[config.mk]
export PLATFORM = sky130hd
export DESIGN_NAME = uart_rx_flat
export DESIGN_NICKNAME = d
export VERILOG_FILES = /design/src/rtl/uart_rx_if.sv /design/src/rtl/uart_rx.sv /design/src/flat_wrapper.sv
export SDC_FILE = /design/constraint.sdc
export NUM_CORES = 1
export LEC_CHECK = 0
export ABC_AREA = 1
export CORE_MARGIN = 2
export CORE_UTILIZATION = 40
export DETAILED_ROUTE_END_ITERATION = 7
export PLACE_DENSITY = 0.69
export SYNTH_ARGS = -nofsm -noshare
export SYNTH_HDL_FRONTEND = slang
export SYNTH_SLANG_ARGS = --single-unit
[constraint.sdc]
create_clock -name clk -period 3 [get_ports clk]
set_clock_uncertainty 0.2 [all_clocks]
set_input_delay 0.6 -clock clk [delete_from_list [all_inputs] [get_ports clk]]
set_output_delay 0.6 -clock clk [all_outputs]
set_load 0.02 [all_outputs]
[src/rtl/uart_rx_if.sv]
// uart_rx_if: signal bundle between a UART receiver and its user.
//   rx_in          serial line into the receiver (asynchronous to clk)
//   PAR_EN         1 = frames carry a parity bit
//   parity_type    0 = even, 1 = odd
//   p_data_out     last good byte received
//   data_valid_out 1-cycle pulse, p_data_out updated
//   par_err        1-cycle pulse, parity mismatch (byte dropped)
//   stp_err        1-cycle pulse, stop bit sampled low (byte dropped)
//   busy_rx        high from start detection until return to idle
// master = line driver / consumer side, slave = the receiver.
interface uart_rx_if;
  logic       rx_in;
  logic       PAR_EN;
  logic       parity_type;
  logic [7:0] p_data_out;
  logic       data_valid_out;
  logic       par_err;
  logic       stp_err;
  logic       busy_rx;

  modport master (
    output rx_in, PAR_EN, parity_type,
    input  p_data_out, data_valid_out, par_err, stp_err, busy_rx
  );

  modport slave (
    input  rx_in, PAR_EN, parity_type,
    output p_data_out, data_valid_out, par_err, stp_err, busy_rx
  );
endinterface

[src/rtl/uart_rx.sv]
// uart_rx: oversampling UART receiver. Frame = start(0), 8 data bits LSB
// first, optional parity, stop(1); line idles high.
// Ports: clk (rising edge), rst (synchronous, active high), bus (uart_rx_if
// slave modport: rx_in, PAR_EN, parity_type in; p_data_out, data_valid_out,
// par_err, stp_err, busy_rx out).
// Build option: define UART_RX_MAJORITY_EN to decide each bit by majority of
// three mid-bit samples; otherwise a single mid-bit sample is used and every
// latency is one clock shorter.
//
// state  | meaning
// IDLE   | waiting for a falling edge on an armed (previously high) line
// START  | validating the start bit; a high decision aborts as a glitch
// DATA   | shifting in 8 data bits, LSB first
// PARITY | checking the parity bit against the latched parity type
// STOP   | deciding the stop bit mid-bit, then reporting the frame result
module uart_rx #(
  parameter int OVERSAMPLE = 8,
  parameter int DATA_W     = 8
) (
  input  logic     clk,
  input  logic     rst,
  uart_rx_if.slave bus
);

  localparam int EW = $clog2(OVERSAMPLE);
  localparam int BW = $clog2(DATA_W);
`ifdef UART_RX_MAJORITY_EN
  localparam int DEC = OVERSAMPLE / 2 + 1;
`else
  localparam int DEC = OVERSAMPLE / 2;
`endif
  localparam logic [EW-1:0] DEC_C    = EW'(DEC);
  localparam logic [EW-1:0] LAST_C   = EW'(OVERSAMPLE - 1);
  localparam logic [BW-1:0] BIT_LAST = BW'(DATA_W - 1);

  typedef enum logic [2:0] {
    S_IDLE,
    S_START,
    S_DATA,
    S_PARITY,
    S_STOP
  } state_t;

  state_t            state_q;
  logic              sync1_q;
  logic              rxs_q;
  logic [1:0]        vld_q;
  logic [EW-1:0]     edge_q;
  logic [BW-1:0]     bit_q;
  logic [DATA_W-1:0] shift_q;
  logic              par_en_q;
  logic              ptype_q;
  logic              perr_q;
  logic              armed_q;
  logic [7:0]        data_q;
  logic              dv_q;
  logic              par_err_q;
  logic              stp_err_q;
  logic              busy_q;
  logic              bit_dec;

`ifdef UART_RX_MAJORITY_EN
  logic s_lo_q;
  logic s_mid_q;

  always_comb begin
    bit_dec = (s_lo_q & s_mid_q) | (s_lo_q & rxs_q) | (s_mid_q & rxs_q);
  end
`else
  always_comb begin
    bit_dec = rxs_q;
  end
`endif

  always_ff @(posedge clk) begin
    if (rst) begin
      sync1_q   <= 1'b1;
      rxs_q     <= 1'b1;
      vld_q     <= '0;
      state_q   <= S_IDLE;
      edge_q    <= '0;
      bit_q     <= '0;
      shift_q   <= '0;
      par_en_q  <= 1'b0;
      ptype_q   <= 1'b0;
      perr_q    <= 1'b0;
      armed_q   <= 1'b0;
      data_q    <= '0;
      dv_q      <= 1'b0;
      par_err_q <= 1'b0;
      stp_err_q <= 1'b0;
      busy_q    <= 1'b0;
`ifdef UART_RX_MAJORITY_EN
      s_lo_q    <= 1'b0;
      s_mid_q   <= 1'b0;
`endif
    end else begin
      sync1_q   <= bus.rx_in;
      rxs_q     <= sync1_q;
      // The synchroniser flops come out of reset at 1 regardless of the line;
      // arming waits until they have been refilled from the real line, so a
      // reset in the middle of a low bit cannot look like idle-then-start.
      vld_q     <= {vld_q[0], 1'b1};
      dv_q      <= 1'b0;
      par_err_q <= 1'b0;
      stp_err_q <= 1'b0;

`ifdef UART_RX_MAJORITY_EN
      if (state_q != S_IDLE) begin
        if (edge_q == EW'(OVERSAMPLE / 2 - 1)) s_lo_q  <= rxs_q;
        if (edge_q == EW'(OVERSAMPLE / 2))     s_mid_q <= rxs_q;
      end
`endif

      case (state_q)
        S_IDLE: begin
          if (rxs_q && vld_q[1]) armed_q <= 1'b1;
          if (armed_q && !rxs_q) begin
            state_q  <= S_START;
            edge_q   <= '0;
            busy_q   <= 1'b1;
            par_en_q <= bus.PAR_EN;
            ptype_q  <= bus.parity_type;
            perr_q   <= 1'b0;
          end
        end

        S_START: begin
          if (edge_q == DEC_C && bit_dec) begin
            state_q <= S_IDLE;
            busy_q  <= 1'b0;
            armed_q <= 1'b0;
            edge_q  <= '0;
          end else if (edge_q == LAST_C) begin
            state_q <= S_DATA;
            edge_q  <= '0;
            bit_q   <= '0;
          end else begin
            edge_q <= edge_q + 1'b1;
          end
        end

        S_DATA: begin
          if (edge_q == DEC_C) shift_q[bit_q] <= bit_dec;
          if (edge_q == LAST_C) begin
            edge_q <= '0;
            if (bit_q == BIT_LAST) state_q <= par_en_q ? S_PARITY : S_STOP;
            else                   bit_q   <= bit_q + 1'b1;
          end else begin
            edge_q <= edge_q + 1'b1;
          end
        end

        S_PARITY: begin
          if (edge_q == DEC_C) perr_q <= (bit_dec != (^shift_q ^ ptype_q));
          if (edge_q == LAST_C) begin
            state_q <= S_STOP;
            edge_q  <= '0;
          end else begin
            edge_q <= edge_q + 1'b1;
          end
        end

        S_STOP: begin
          // Leaving at mid-stop lets a back-to-back start bit be caught.
          // A low stop bit also disarms, so a stuck-low line cannot retrigger.
          if (edge_q == DEC_C) begin
            state_q <= S_IDLE;
            busy_q  <= 1'b0;
            edge_q  <= '0;
            armed_q <= bit_dec;
            if (!bit_dec) begin
              stp_err_q <= 1'b1;
            end else if (perr_q) begin
              par_err_q <= 1'b1;
            end else begin
              data_q <= shift_q[7:0];
              dv_q   <= 1'b1;
            end
          end else begin
            edge_q <= edge_q + 1'b1;
          end
        end

        default: begin
          state_q <= S_IDLE;
          busy_q  <= 1'b0;
          edge_q  <= '0;
        end
      endcase
    end
  end

  assign bus.p_data_out     = data_q;
  assign bus.data_valid_out = dv_q;
  assign bus.par_err        = par_err_q;
  assign bus.stp_err        = stp_err_q;
  assign bus.busy_rx        = busy_q;

endmodule

[src/flat_wrapper.sv]
// flat-port wrapper written by rule: the top's interface ports become plain ports
module uart_rx_flat 
#(
  parameter int OVERSAMPLE = 8,
  parameter int DATA_W     = 8
)
  (clk, rst, bus_rx_in, bus_PAR_EN, bus_parity_type, bus_p_data_out, bus_data_valid_out, bus_par_err, bus_stp_err, bus_busy_rx);
  uart_rx_if bus_i ();
  input  logic clk;
  input  logic rst;
  input wire logic [$bits(bus_i.rx_in)-1:0] bus_rx_in;
  input wire logic [$bits(bus_i.PAR_EN)-1:0] bus_PAR_EN;
  input wire logic [$bits(bus_i.parity_type)-1:0] bus_parity_type;
  output wire logic [$bits(bus_i.p_data_out)-1:0] bus_p_data_out;
  output wire logic [$bits(bus_i.data_valid_out)-1:0] bus_data_valid_out;
  output wire logic [$bits(bus_i.par_err)-1:0] bus_par_err;
  output wire logic [$bits(bus_i.stp_err)-1:0] bus_stp_err;
  output wire logic [$bits(bus_i.busy_rx)-1:0] bus_busy_rx;
  assign bus_i.rx_in = bus_rx_in;
  assign bus_i.PAR_EN = bus_PAR_EN;
  assign bus_i.parity_type = bus_parity_type;
  assign bus_p_data_out = bus_i.p_data_out;
  assign bus_data_valid_out = bus_i.data_valid_out;
  assign bus_par_err = bus_i.par_err;
  assign bus_stp_err = bus_i.stp_err;
  assign bus_busy_rx = bus_i.busy_rx;
  uart_rx #(.OVERSAMPLE(OVERSAMPLE), .DATA_W(DATA_W)) u_core (.clk(clk), .rst(rst), .bus(bus_i));
endmodule
; ---- After elaboration in Yosys (flattened, before gate mapping)
; Cells that the tools add are included.
[totals]
reg_bits = 37
inputBits = 5
out_inout_bits = 12
word_cells = 104
[classes]
addsub = 2
n_lt_le_gt_ge = 2
n_eq_ne = 20
muxes = 36
bitwise = 6
reduce_logical = 21
[ops]
columns = operator, n
row1 = $mux W3, 16
row2 = $ne A2 B1 Y1 const B, 9
row3 = $pmux W3 S5, 1
row4 = $eq A3 B3 Y1 const B, 4
row5 = $mux W1, 12
row6 = $pmux W3 S4, 1
row7 = $reduce_and A4 Y1, 3
row8 = $bwmux W8, 1
row9 = $reduce_xor A8 Y1, 1
row10 = $add A3 B1 Y3 const B, 2
row11 = $eq A3 B2 Y1 const B, 2
row12 = $pmux W3 S2, 1
row13 = $reduce_and A6 Y1, 1
row14 = $not A1 Y1, 5
row15 = $reduce_and A5 Y1, 1
row16 = $logic_and A1 B1 Y1, 4
row17 = $lt A3 B4 Y1 const B, 1
row18 = $ne A2 B2 Y1 const B, 2
row19 = $pmux W1 S4, 1
row20 = $reduce_and A2 Y1, 2
row21 = $reduce_bool A2 Y1, 2
row22 = $reduce_or A4 Y1, 1
row23 = $demux W1 S3, 1
row24 = $eq A3 B1 Y1 const B, 1
row25 = 12 further kinds, 12

; ---- Longest topological paths before layout
; Gate-level depths: netlist of the first run.
[depth]
word_depth = 5
mapped_depth = 12
ltp_nobuf = 12

; ---- Worst setup path before layout of the first run
; No wires, ideal clock.
[synth_path]
path_type = reg2reg
start = register u_core.edge_q[0]
end = register u_core.armed_q
setup_time_ns = 0.113
arrival_time_ns = 1.286
required_time_ns = 2.687
setup_slack_ns = 1.401
stages_incl_launch_ff = 12
period_less_slack_ns = 1.599
path_cell_list = dfxtp_1 -> inv_1 -> ha_1 -> nand2_4 -> nor2_2 -> inv_2 -> nand2_4 -> nand2_1 -> nor3_2 -> nand3_1 -> nand2_1 -> nor2_1
[synth_via]
elab_chain_cells = 4
elab_cells_between_ends = 5
[synth_lines]
columns = element, line
row1 = "start, declared", uart_rx.sv:48  ; logic [EW-1:0] edge_q;
row2 = "start signal, assigned", uart_rx.sv:139  ; edge_q <= edge_q + 1'b1;
row3 = "start signal, assigned", uart_rx.sv:150  ; edge_q <= edge_q + 1'b1;
row4 = "start signal, assigned", uart_rx.sv:160  ; edge_q <= edge_q + 1'b1;
row5 = $eq A3 B3 Y1 *, "uart_rx.sv:129, uart_rx.sv:167"
row6 = $logic_and A1 B1 Y1, uart_rx.sv:129  ; if (edge_q == DEC_C && bit_dec) begin
row7 = $ne A2 B1 Y1 (no line), --
row8 = $reduce_and A4 Y1 (no line) *, --
row9 = "end signal, assigned", uart_rx.sv:171  ; armed_q <= bit_dec;
row10 = "end, declared", uart_rx.sv:54  ; logic armed_q;
; Every way passes the cells marked *; elsewhere a longest branch is shown, timed or not.
; A chain may end at the register's enable or synchronous reset.

; ---- Worst setup path in the final report of the first run
[layout_path]
start = register u_core.busy_q (netlist: u_core.bus.busy_rx)
end = output bus_busy_rx
[layout_rtl]
columns = element, line
row1 = "start, declared", uart_rx.sv:59  ; logic busy_q;
row2 = "start signal, assigned", uart_rx.sv:92  ; busy_q <= 1'b0;
row3 = "start signal, assigned", uart_rx.sv:121  ; busy_q <= 1'b1;
row4 = "start signal, assigned", uart_rx.sv:131  ; busy_q <= 1'b0;
row5 = "end, declared", flat_wrapper.sv:18  ; output wire logic [$bits(bus_i.busy_rx)-1:0] bus_busy_rx;
; No word-level cell between the ends.

==> summary.md, run 1 <==
| Metric | Value |
|---|---|
| Status | completed |
| Vias post-DR | 1571 |
| Final setup viols | 0 |
| Number of global-route vias before repair | 1474 |
| XOR/XNOR Fraction of Synth Area | 0.00490 |
| Max-slew headroom | 0.692 |
| RSZ-0062 raised after global routing | no |
| Syn nets | roughly 250 |
| Crit path largest cell delay | ~0.61 ns |
| Post-synthesis adder-cell area fraction | 0.0350 |
| Core box area | 0.00432 mm2 |
| Synth cell types | 30 |
| Largest delay share family, worst path | buffers and inverters |
| Fin nets | 271 |
| Clock Sinks | 37 |
| Mapped cell area | approximately 0.0018 mm2 |
| Clk pwr share | 0.289 |
| Synthesis-to-layout area growth | 16.9% |
| Worst skew pair latency | 0.28 ns |
| First-pass GRT wire length | about 6.1 mm |
| # IOs | 17 |
| Clk slew on worst S/H paths | 0.07 ns |
| Worst path required time | approximately 2.2 ns |
| Final Hold Fails | 0 |
| Total net switching power | slightly above 0.0004 W |
| Die height | between 70 and 80 um |
| Top-count cell post-synth | nand2_1 |
| Simple-Gate Fraction of Synth Area | 0.317 |
| Largest family of logic cells by synthesized area | simple AND/OR/NAND/NOR gates |
| Critical path class | reg -> out |
| Worst r2r src | u_core.bit_dec |
| Pin count of the biggest net entering global routing | 22 |
| Comb pwr share | 0.273 |
| CP Max Fanout | 2 |
| Port bufs | 16 |
| CTS tree | done |
| Critical path data arrival time | 1.22 ns |
| ANT nets after route | 0 |
| Tmin final | slightly above 2 ns |
| Avg Synthesized Cell Area | 7.38 um2 |
| Initial Util | 0.413 |
| Tcrit/Tclk final | 0.673 |
| TNS Setup | 0 ns |
| Setup slack after placement | 0.841 ns |
| Fmax | ~500 MHz |
| Crit path from | u_core.bus.busy_rx |
| Bufs and invs on worst path | 1 |
| Final Util | 0.483 |
| Overall Global Routing Usage | 0.149 |
| Number of synthesized flops with an enable pin | 0 |
| Hold-fix buffers, CTS | 0 |
| Portion of netlist area occupied by mux cells | 0 |
| Post-DP HPWL | 2.58 mm |
| Leak | 0.916 nW |
| # rows | 24 |
| Synth Flop Type | dfxtp_1 |
| Worst path slowest cell | clkdlybuf4s50_1 |
| Slew @ Worst Pin | 0.462 ns |
| Worst Setup EP | bus_busy_rx |
| Post-synth top area share | 0.415 |
| Fraction of registers with async set/reset | 0 |
| Internal reg-to-reg setup slack | 1.19 ns |
| Synth Area in Compound Gates | 0.130 |
| Total CTS buffers | 5 |
| Worst Hold Class | reg -> reg |
| GR Overflow Total | 0 |
| Initial DRT Pass Iterations | 4 |
| Seq/Total Area, Yosys | 0.415 |
| Die W | 70.8 um |
| Die ar. | between 0.005 and 0.006 mm2 |
| Post-CTS Setup Bufs | 0 |
| PD cells | 592 mW/mm2 |
| Synth top cells by count | 45 x nand2_1, 37 x dfxtp_1, 32 x inv_1 |
| Drt via density | around 5.0 |
| Synth Warn # | 0 |
| Routed WL | 3.43 mm |
| Cell Chain, Critical Path | clkdlybuf4s50_1 |
| Dominant cells by area after synthesis | dfxtp_1 41%, nand2_1 9.5%, inv_1 6.7% |
| Max Cap Viol | 0 |
| Initial antenna violation count | 0 |
| Number of DRC markers in iteration 0 | around 50 |
| Worst Setup End Kind | output port |
| Share of power burned in registers | 0.438 |
| Number of inserted diodes | 0 |
| Placer Congestion | between 0.7 and 0.8 |
| Hold Crit Start | u_core.vld_q[0] |
| Crit path depth | 1 |
| Clock Path Buffers | 2 |
| Htree depth | 2 |
| Wire length per cell | between 10 and 15 um |
| Largest area contributor in the netlist | dfxtp_1 |
| Mapped Cells | about 240 |
| #FFs+latches synth | 37 |
| Final worst slack | 0.982 ns |
| Drc violations | 0 |
| R2R Path End | u_core.state_q[1] |
| Crit path launch type | flop |
| Layout cells sized above 1 | 0.141 |
| Root Buffer | clkbuf_8 |
| Path depth of the worst reg2reg path | 9 |
| Internal power | ~0.00082 W |
| # resized after CTS | 0 |
| Sw Share | 0.335 |
| Max rail drop VDD | between 0.4 and 0.5 mV |
| Max Slew Vio Count | 0 |
-- sequential cells by signal (all words and copies together), names as in the netlist, 2 cells and up --
register / count
u_core.bit_q: 3
u_core.bus.p_data_out: 8
u_core.edge_q: 3
u_core.shift_q: 8
u_core.state_q: 3
u_core.vld_q: 2
-- kinds of logic after synthesis --
logic type | count (synthesis)
simple gates | 111
compound gates | 44
buf+inv | 44
flops | 37
fa+ha+maj | 5
xor+xnor | 1
-- cell type report --
cell class              count  area [um2]
clock buffers               6        82.6
clock inverters             2        13.8
fillers                   439        2240
inverters                  39         148
multi-input cells         161         871
flip-flops and latches     37         741
well taps                  52        65.1
repair buffers             17         168
-- placed cells by master (no fill, tap or decap), drive strengths merged --
cell type and n:
a31oi 3, nor4 6, a22o 1, nand4 1, nand3 19, nor3 7, o211ai 1, dfxtp 37
buf 1, nor2 21, o21ai 16, clkinv 3, or2 4, xor2 1, a211oi 1, clkbuf 6
inv 38, clkdlybuf4s50 16, nand2 53, ha 5, a21oi 22
-- power by group through the flow --
stage	clock network [W]	logic (W)	registers (W)
floorplan	0	0.000277	0.000549
global placement	0	0.000333	0.000553
detailed placement	0	0.000338	0.000553
CTS	0.000372	0.000339	0.000542
global route	0.000392	0.000383	0.000546
finish	0.000358	0.000337	0.000542
-- through the flow --
stage	cells	hold slack, ns	total power, W	cell area [um2]
after floorplan	242	0.188	0.000826	1790
after global placement	306	0.190	0.000886	1990
after detailed placement	306	0.193	0.000891	1990
after CTS	314	0.209	0.00125	2090
after global routing	314	0.221	0.00132	2090
final	314	0.209	0.00124	2090
-- worst min-delay path by stage --
stage / endpoint / slack, ns / cells after the start
2_1_floorplan: u_core.vld_q[1] / 0.19 / 2
3_3_place_gp: u_core.vld_q[1] / 0.19 / 2
3_5_place_dp: u_core.bit_dec / 0.19 / 1
4_1_cts: u_core.vld_q[1] / 0.21 / 2
5_1_grt: u_core.vld_q[1] / 0.22 / 2
6_report: u_core.vld_q[1] / 0.21 / 2
-- worst reg2reg max path: cells and delay by family (launching register included) --
family | cells | cell delay [ns]
simple gates | 7 | 0.72
flops | 1 | 0.60
buf+inv | 2 | 0.19
-- routing by layer --
layer	track usage	vias to the layer above	routed length, um
met3	0.0356	2	121
met1	0.192	728	1690
li1	-	820	-
met5	0	-	0
met2	0.242	21	1600
met4	0.0566	0	19
Note: power is estimated with default switching activity, not from simulation.
==> inputs of run 2 (changes only) <==
- clock period: 3 -> 1.9 ns (I/O delays scaled with it)
==> run 2 against run 1 <==
Compared with the run above: utilization is 0.84 points higher; sequential cell count is the same; non-clock buffer count increased by 1; sequential share of layout area down 0.61 points; via count shrank 1.6%; first-iteration DRC count is 80% higher; sequential power increased by 57%.
==> summary.md, run 2 (same netlist as run 1, synthesis figures left out) <==
| Metric | Value |
|---|---|
| Status | completed |
| Max rail drop VDD | approximately 0.63 mV |
| Crit path depth | 1 |
| Slew @ Worst Pin | roughly 0.48 ns |
| Clock Sinks | 37 |
| First-pass GRT wire length | approximately 6 mm |
| Bufs and invs on worst path | 1 |
| Storage cell area | about 740 um2 |
| Die ar. | 0.00502 mm2 |
| Commonest non-fill, non-tap cell in the layout | nand2_1 |
| CTS tree | done |
| Final Hold Fails | 0 |
| Number of global-route vias before repair | 1422 |
| Hold Crit Start | u_core.sync1_q |
| Critical path data arrival time | 1.24 ns |
| CP Max Fanout | 2 |
| Largest delay share family, worst path | buffers and inverters |
| Critical path class | reg -> out |
| PD cells | around 1000 mW/mm2 |
| RSZ-0062 raised after global routing | no |
| Tmin final | between 1.5 and 2 ns |
| # IOs | 17 |
| Overall Global Routing Usage | 0.153 |
| ANT nets after route | 0 |
| Pin count of the biggest net entering global routing | 21 |
| Initial antenna violation count | 0 |
| Hold Path Depth | 1 |
| Core box area | 0.00432 mm2 |
| R2R Path End | u_core.state_q[1] |
| Max Slew Vio Count | 0 |
| Initial DRT Pass Iterations | 4 |
| Worst path slowest cell | clkdlybuf4s50_1 |
| Initial Util | 0.413 |
| Wire length per cell | roughly 11 um |
| Fmax | roughly 550 MHz |
| Port bufs | 16 |
| Vias post-DR | roughly 1.5k |
| Post-DP HPWL | ~2.5 mm |
| # rows | 24 |
| GR Overflow Total | 0 |
| Internal reg-to-reg setup slack | around 0.14 ns |
| Drt via density | 4.91 |
| Number of DRC markers in iteration 0 | slightly below 90 |
| Worst skew pair latency | 0.30 ns |
| Clock Path Buffers | 2 |
| Die height | just over 70 um |
| Multi-input logic area | around 880 um2 |
| Crit path launch type | flop |
| Synthesis-to-layout area growth | 18.9% |
| Most frequent cells in the layout | 45 x nand2_1, 37 x dfxtp_1, 32 x inv_1 |
| Root Buffer | clkbuf_8 |
| Final setup viols | 0 |
| Worst Hold Class | reg -> reg |
| Worst Hold Endpoint | u_core.bit_dec |
| Fin nets | between 200 and 300 |
| Max-slew headroom | 0.679 |
| Fill cells | approximately 450 |
| Tcrit/Tclk final | 0.957 |
| Worst Setup End Kind | output port |
| Htree depth | 2 |
| Total CTS buffers | 5 |
| Cell Chain, Critical Path | clkdlybuf4s50_1 |
| Layout cells sized above 1 | 0.144 |
| Hold slack | 0.214 ns |
| TNS Setup | 0 ns |
| Drc violations | 0 |
| Crit path largest cell delay | roughly 0.61 ns |
| Die W | approximately 70 um |
| Routed WL | approximately 3.5 mm |
| Placer Congestion | between 0.7 and 0.8 |
| Worst path required time | ~1.3 ns |
| Worst r2r src | u_core.edge_q[0] |
| Leak | slightly above 0.9 nW |
| Clk slew on worst S/H paths | approximately 0.080 ns |
| Max Cap Viol | 0 |
| Number of inserted diodes | 0 |
| Path depth of the worst reg2reg path | 11 |
## run 2: timing repair
item                       4_1_cts  5_1_grt
buffers inserted                 0        0
resized for setup                0        1
setup endpoints to repair        0        4
hold buffers                     0        0
## run 2: where the power goes
group / switching, W / internal, W / total, W
combinational: 0.000344 / 0.000187 / 0.000531
sequential: 0.0000332 / 0.000820 / 0.000853
clock: 0.000292 / 0.000427 / 0.000719
total: 0.000670 / 0.00143 / 0.00210
## run 2: worst max path at each step
stage / start / to
after floorplan: u_core.edge_q[0] / u_core.armed_q
after global placement: rst / u_core.bit_q[0]
after detailed placement: u_core.edge_q[0] / u_core.state_q[1]
after CTS: u_core.bus.p_data_out[6] / bus_p_data_out[6]
after global routing: u_core.edge_q[0] / u_core.bus.p_data_out[2]
final: u_core.bus.busy_rx / bus_busy_rx
## run 2: area by class of cell
cell class,count,area share
Tap cell,52,0.0306
Clock buffer,6,0.0389
Clock inverter,2,0.0177
Multi-Input combinational cell,161,0.412
Timing Repair Buffer,18,0.0824
Sequential cell,37,0.349
Inverter,39,0.0695
## run 2: metrics by stage
stage | total power, W | util | setup slack (ns) | instance area [um2] | instances
global route | 0.00222 | 0.491 | 0.0207 | 2120 | 315
detailed placement | 0.00140 | 0.462 | 0.121 | 2000 | 307
finish | 0.00210 | 0.491 | 0.0823 | 2120 | 315
global placement | 0.00140 | 0.462 | 0.111 | 2000 | 307
CTS | 0.00213 | 0.490 | 0.0591 | 2120 | 315
floorplan | 0.00130 | - | 0.301 | 1790 | 242
## run 2: routing by layer
layer | global-route usage | up-vias | wire (um)
met2 | 0.247 | 22 | 1580
met4 | 0.0860 | 0 | 92
met3 | 0.0342 | 8 | 106
li1 | - | 820 | -
met1 | 0.189 | 696 | 1670
met5 | 0 | - | 0
